--- src/rtl/quad_decoder_pkg.sv ---
// Shared encodings and phase helpers for the quadrature decoder.
package quad_decoder_pkg;

    typedef enum logic [1:0] {
        CTRL_HOLD = 2'b00,
        CTRL_INC  = 2'b01,
        CTRL_DEC  = 2'b10
    } ctrl_e;

    typedef enum logic {
        ST_SETTLE = 1'b0,
        ST_RUN    = 1'b1
    } state_e;

    localparam int unsigned PHASE_W = 2;

    // Successor of a phase in the forward (INC) sequence 00->01->11->10->00.
    function automatic logic [PHASE_W-1:0] phase_fwd(input logic [PHASE_W-1:0] p);
        logic [PHASE_W-1:0] n;
        case (p)
            2'b00:   n = 2'b01;
            2'b01:   n = 2'b11;
            2'b11:   n = 2'b10;
            default: n = 2'b00;
        endcase
        return n;
    endfunction

    // Direction of a legal single-bit phase change.
    function automatic ctrl_e phase_step(input logic [PHASE_W-1:0] prev,
                                         input logic [PHASE_W-1:0] cur);
        ctrl_e c;
        if (cur == phase_fwd(prev)) begin
            c = CTRL_INC;
        end else begin
            c = CTRL_DEC;
        end
        return c;
    endfunction

endpackage

--- src/rtl/quad_decoder_if.sv ---
// Quadrature inputs, enable and decoded outputs bundled as one port.
interface quad_decoder_if #(
    parameter int unsigned ERR_W = 8
);
    logic             en;
    logic             a_in;
    logic             b_in;
    logic [1:0]       control;
    logic             err;
    logic [ERR_W-1:0] err_cnt;
    logic             ready;

    modport master (
        output en, a_in, b_in,
        input  control, err, err_cnt, ready
    );

    modport slave (
        input  en, a_in, b_in,
        output control, err, err_cnt, ready
    );
endinterface

--- src/rtl/quad_chan_filter.sv ---
// One quadrature channel: synchronizer chain followed by an agreement filter.
module quad_chan_filter #(
    parameter int unsigned SYNC_STAGES = 2,
    parameter int unsigned FILT_CNT    = 4
) (
    input  logic clk,
    input  logic rst,
    input  logic din,
    output logic dout
);

    localparam int unsigned CNT_W = 4;

    logic [SYNC_STAGES-1:0] sync_q;
    logic                   sync;
    logic [CNT_W-1:0]       cnt_q;
    logic                   filt_q;

    assign sync = sync_q[SYNC_STAGES-1];
    assign dout = filt_q;

    // Shift the raw input through the synchronizer chain.
    always_ff @(posedge clk) begin
        if (rst) begin
            sync_q <= '0;
        end else begin
            sync_q <= {sync_q[SYNC_STAGES-2:0], din};
        end
    end

    // Accept a new level only after FILT_CNT consecutive disagreeing samples.
    always_ff @(posedge clk) begin
        if (rst) begin
            filt_q <= 1'b0;
            cnt_q  <= '0;
        end else if (sync != filt_q) begin
            if (cnt_q == CNT_W'(FILT_CNT - 1)) begin
                filt_q <= sync;
                cnt_q  <= '0;
            end else begin
                cnt_q <= cnt_q + CNT_W'(1);
            end
        end else begin
            cnt_q <= '0;
        end
    end

endmodule

--- src/rtl/quad_decoder.sv ---
// Quadrature decoder: filtered A/B phase to registered INC/DEC/err pulses.
module quad_decoder
    import quad_decoder_pkg::*;
#(
    parameter int unsigned SYNC_STAGES = 2,
    parameter int unsigned FILT_CNT    = 4,
    parameter int unsigned ERR_W       = 8
) (
    input  logic           clk,
    input  logic           rst,
    quad_decoder_if.slave  bus
);

    localparam int unsigned SETTLE_LEN = SYNC_STAGES + FILT_CNT + 1;
    localparam int unsigned SETTLE_W   = $clog2(SETTLE_LEN);

    logic               a_f;
    logic               b_f;
    logic [PHASE_W-1:0] phase;

    state_e             state_q,   state_nx;
    logic [SETTLE_W-1:0] settle_q, settle_nx;
    logic [PHASE_W-1:0] prev_q,    prev_nx;
    ctrl_e              ctrl_q,    ctrl_nx;
    logic               err_q,     err_nx;
    logic [ERR_W-1:0]   err_cnt_q, err_cnt_nx;
    logic               ready_q,   ready_nx;

    quad_chan_filter #(
        .SYNC_STAGES (SYNC_STAGES),
        .FILT_CNT    (FILT_CNT)
    ) u_chan_a (
        .clk  (clk),
        .rst  (rst),
        .din  (bus.a_in),
        .dout (a_f)
    );

    quad_chan_filter #(
        .SYNC_STAGES (SYNC_STAGES),
        .FILT_CNT    (FILT_CNT)
    ) u_chan_b (
        .clk  (clk),
        .rst  (rst),
        .din  (bus.b_in),
        .dout (b_f)
    );

    assign phase = {a_f, b_f};

    // Next state and next outputs; previous phase always follows the filtered phase.
    always_comb begin
        state_nx   = state_q;
        settle_nx  = settle_q;
        prev_nx    = phase;
        ctrl_nx    = CTRL_HOLD;
        err_nx     = 1'b0;
        err_cnt_nx = err_cnt_q;
        case (state_q)
            ST_SETTLE: begin
                if (settle_q == SETTLE_W'(SETTLE_LEN - 1)) begin
                    state_nx = ST_RUN;
                end else begin
                    settle_nx = settle_q + SETTLE_W'(1);
                end
            end
            ST_RUN: begin
                if (phase != prev_q) begin
                    if ((phase ^ prev_q) == 2'b11) begin
                        err_nx = 1'b1;
                        if (err_cnt_q != {ERR_W{1'b1}}) begin
                            err_cnt_nx = err_cnt_q + ERR_W'(1);
                        end
                    end else if (bus.en) begin
                        ctrl_nx = phase_step(prev_q, phase);
                    end
                end
            end
            default: begin
                state_nx = ST_SETTLE;
            end
        endcase
        ready_nx = (state_nx == ST_RUN);
    end

    // State, phase history and output registers.
    always_ff @(posedge clk) begin
        if (rst) begin
            state_q   <= ST_SETTLE;
            settle_q  <= '0;
            prev_q    <= '0;
            ctrl_q    <= CTRL_HOLD;
            err_q     <= 1'b0;
            err_cnt_q <= '0;
            ready_q   <= 1'b0;
        end else begin
            state_q   <= state_nx;
            settle_q  <= settle_nx;
            prev_q    <= prev_nx;
            ctrl_q    <= ctrl_nx;
            err_q     <= err_nx;
            err_cnt_q <= err_cnt_nx;
            ready_q   <= ready_nx;
        end
    end

    assign bus.control = ctrl_q;
    assign bus.err     = err_q;
    assign bus.err_cnt = err_cnt_q;
    assign bus.ready   = ready_q;

endmodule

--- src/flat_wrapper.sv ---
// flat-port wrapper written by rule: the top's interface ports become plain ports
module quad_decoder_flat import quad_decoder_pkg::*;
#(
    parameter int unsigned SYNC_STAGES = 2,
    parameter int unsigned FILT_CNT    = 4,
    parameter int unsigned ERR_W       = 8
)
  (clk, rst, bus_en, bus_a_in, bus_b_in, bus_control, bus_err, bus_err_cnt, bus_ready);
  quad_decoder_if #(.ERR_W(ERR_W)) bus_i ();
  input  logic clk;
  input  logic rst;
  input wire logic [$bits(bus_i.en)-1:0] bus_en;
  input wire logic [$bits(bus_i.a_in)-1:0] bus_a_in;
  input wire logic [$bits(bus_i.b_in)-1:0] bus_b_in;
  output wire logic [$bits(bus_i.control)-1:0] bus_control;
  output wire logic [$bits(bus_i.err)-1:0] bus_err;
  output wire logic [$bits(bus_i.err_cnt)-1:0] bus_err_cnt;
  output wire logic [$bits(bus_i.ready)-1:0] bus_ready;
  assign bus_i.en = bus_en;
  assign bus_i.a_in = bus_a_in;
  assign bus_i.b_in = bus_b_in;
  assign bus_control = bus_i.control;
  assign bus_err = bus_i.err;
  assign bus_err_cnt = bus_i.err_cnt;
  assign bus_ready = bus_i.ready;
  quad_decoder #(.SYNC_STAGES(SYNC_STAGES), .FILT_CNT(FILT_CNT), .ERR_W(ERR_W)) u_core (.clk(clk), .rst(rst), .bus(bus_i));
endmodule
--- config.mk ---
export PLATFORM = sky130hd
export DESIGN_NAME = quad_decoder_flat
export DESIGN_NICKNAME = d
export VERILOG_FILES = /design/src/rtl/quad_decoder_pkg.sv /design/src/rtl/quad_decoder_if.sv /design/src/rtl/quad_chan_filter.sv /design/src/rtl/quad_decoder.sv /design/src/flat_wrapper.sv
export SDC_FILE = /design/constraint.sdc
export NUM_CORES = 1
export LEC_CHECK = 0
export CORE_AREA = 2 2 55 57
export DETAILED_ROUTE_END_ITERATION = 6
export DIE_AREA = 0 0 57 59
export GPL_TIMING_DRIVEN = 0
export PLACE_DENSITY = 0.78
export SYNTH_ARGS = -nofsm -noshare
export SYNTH_HDL_FRONTEND = slang
export SYNTH_HIERARCHICAL = 1
export SYNTH_SLANG_ARGS = --single-unit
--- constraint.sdc ---
create_clock -name clk -period 1.5 [get_ports clk]
set_input_delay 0.15 -clock clk [delete_from_list [all_inputs] [get_ports clk]]
set_output_delay 0.15 -clock clk [all_outputs]
set_load 0.03 [all_outputs]
==> results by group <==
Timing
  – Final clock skew: 4.73 ps
  – Count of final setup violators: 0
  – Worst slew margin relative to its limit: between 60% and 70%
  – Slew @ Worst Pin: between 400 and 500 ps
  – Hold slack: 354 ps
  – Setup TNS: 0 ps
  – Slew Limit Fails: 0
  – Endpoints failing hold: 0
  – Period utilisation layout: 98.6%
  – Max Clock Freq: 676 MHz
  – RSZ-0062 raised after global routing: true
  – Period minus WS final: ~1500 ps

Final layout
  – Share of layout cells above drive strength 1: 22.7%
  – # diodes: 0
  – Multi-input logic area: roughly 670 µm²
  – Seq. cell area: about 650 µm²
  – Fillers: 236
  – Commonest non-fill, non-tap cell in the layout: dfxtp_1
  – Layout area overhead: 32.1%
  – Most frequent cells in the layout: dfxtp_1 (20), nor2_1 (16), dlygate4sd2_1 (9)
  – Final net count: about 160

Clock tree
  – Clock Latency Late Sink: around 340 ps
  – CTS tree: yes
  – Root buf cell: clkbuf_4
  – CTS Buf Count: 5
  – Clock-pin slew on the worst setup and hold paths: 100 ps
  – Maximum root-to-sink buffer count: 2
  – H-Tree Depth: 2
  – Num Clock Sinks: 31

Placed design
  – Routability congestion estimate: 0.787
  – I/O Buffers: 16
  – Final HPWL from detailed placement: about 1600 µm

Routing
  – DR pass1 iterations: 4
  – Initial drt markers: 16
  – Detailed Route WL: 2650 µm
  – # DRC: 0
  – Vias per inst: around 5.4
  – Wire per inst: around 15 µm
  – Via Count: between 900 and 1000
  – Post-route ant nets: 0

Global routing
  – GRT Total Usage: about 16%
  – First-pass GRT wire length: 3930 µm
  – Largest net degree at the start of global routing: 14
  – GRT overflow: 0
  – Vias in the first global route: around 900
  – Initial antenna violation count: 0

Logic synthesis
  – Net Count, Synth: 135
  – Ys Warns: 6
  – Top_reg_cell synth: dfxtp_1
  – Unique masters post-synth: 28
  – Number of enable flip-flop cells after synthesis: 0
  – Seq cells post-synth: 31
  – Cells after Synth: between 100 and 150
  – Avg Cell Area, Syn: between 9 and 10 µm²
  – Sequential-to-total area share from yosys stat: 50.3%
  – Syn Std Cell Area: approximately 1200 µm²
  – FFs w/ async S/R, synth: 0%

Floorplan
  – Full die area: between 3000 and 4000 µm²
  – Initial Util: 45.5%
  – Die W: 57 µm
  – Row count: 19
  – Die height: 59 µm
  – Num ports: 17
  – Core area: approximately 2700 µm²

Power and ir drop
  – Lkg Pwr: 0.650 nW
  – P per Cell Area: 912 nW/µm²
  – Max VDD drop: ~0.60 mV

Status
  – Status: complete, no violations

Flow run
  – Max_cap viols: 0

Worst setup path
  – Crit-path max FO: 4
  – Crit. End Element: register
  – CP Class: register to register
  – Critical Path AT: 1750 ps
  – Setup crit start kind: register
  – CP required: 1770 ps

Worst hold path
  – Hold Path Class: input port to register
synth_stat cells, types with 2 or more instances:
master    count  share of area [%]
nand2_1       5                1.5
xor2_1        5                3.5
a211oi_1      2                1.2
a21oi_1       5                2.0
nor3b_1       2                1.2
nor3_1        2               0.81
nor2_1       16                4.9
nand3_1       7                2.8
mux2i_1       3                2.4
or4_1         2                1.2
and3_1        2                1.0
clkbuf_1      2               0.61
inv_1         7                2.1
xnor2_1       6                4.3
nor2b_1       7                3.5
ha_1          5                5.1
o31ai_1       2                1.2
dfxtp_1      31                 50
a31oi_1       4                2.0
or3_4         2                1.8
flip-flops by register name (all words and copies together) (netlist names):
name                    count
u_core/bus.control          2
u_core/bus.ready            1
u_core/bus.err_cnt          8
u_core/prev_q               2
u_core/u_chan_a/cnt_q       4
u_core/u_chan_b/cnt_q       4
u_core/u_chan_a/sync_q      2
u_core/u_chan_b/sync_q      2
u_core/bus.err              1
u_core/settle_q             3
u_core/u_chan_a/dout        1
u_core/u_chan_b/dout        1
worst max-delay path, cell delays in order (launching register included):
cell and delay [ps]:
dfxtp_2 410, xor2_4 200, nand4_4 130, or4_4 530, a21oi_2 140
layout make-up:
cell class,count,share of cell area [%]
plain buffers,1,0.230
clock buffers,7,3.99
flip-flops and latches,31,39.8
multi-input cells,85,41.3
repair buffers,18,10.2
well taps,31,2.38
inverters,7,1.61
clock inverters,1,0.460
report_power, final:
group          switching, mW  internal, mW
clock network          0.298         0.274
registers             0.0162         0.830
logic                 0.0346        0.0337
through the flow:
step | power (mW) | setup WS, ps | cells | area (µm²) | util, %
floorplan | 0.906 | -20.1 | 125 | 1270 | -
global placement | 0.929 | -122 | 172 | 1470 | 54.4
detailed placement | 0.936 | -170 | 172 | 1470 | 54.4
CTS | 1.49 | 0.610 | 180 | 1570 | 57.9
global route | 1.53 | -45.4 | 181 | 1630 | 60.2
finish | 1.49 | 21.1 | 181 | 1630 | 60.2
final timing paths:
path                                              from                              endpoint  slack, ps  depth (start not counted)
hold / removal                                bus_b_in  u_core/u_chan_b/sync_q[0]$_SDFF_PP0_        350                          2
hold reg to reg   u_core/u_chan_a/sync_q[0]$_SDFF_PP0_  u_core/u_chan_a/sync_q[1]$_SDFF_PP0_        450                          1
setup reg to reg           u_core/prev_q[0]$_SDFF_PP0_    u_core/bus.err_cnt[4]$_SDFFE_PP0P_         20                          4
setup / recovery           u_core/prev_q[0]$_SDFF_PP0_    u_core/bus.err_cnt[4]$_SDFFE_PP0P_         20                          4
routing by layer:
| metal | global-route usage (%) | vias to the layer above | routed length [µm] |
|---|---|---|---|
| li1 | - | 476 | - |
| met5 | 0 | - | 0 |
| met4 | 11.3 | 0 | 102 |
| met3 | 4.80 | 12 | 131 |
| met1 | 16.6 | 461 | 1070 |
| met2 | 27.8 | 32 | 1340 |
cells by family (layout without fill, tap and decap cells):
logic type                 Yosys count  after routing  share of synthesized area, %
adders and majority gates            5              5                          5.07
xor gates and xnor gates            11             11                          7.81
DFF                                 31             31                          50.3
AOI/OAI and AO/OA                   16             16                          8.31
muxes                                4              4                          3.35
buffers and inverters                9             34                          2.74
and+or+nand+nor                     49             49                          22.4
timing repair:
| action | CTS | global route |
|---|---|---|
| hold buffers | 0 | 0 |
| gates resized for setup | 19 | 10 |
| buffers inserted | 1 | 1 |
| setup endpoints to repair | 13 | 6 |
| gates cloned | 0 | 0 |
| pin swaps | 1 | 1 |
Power figures use the tool's default switching activity.
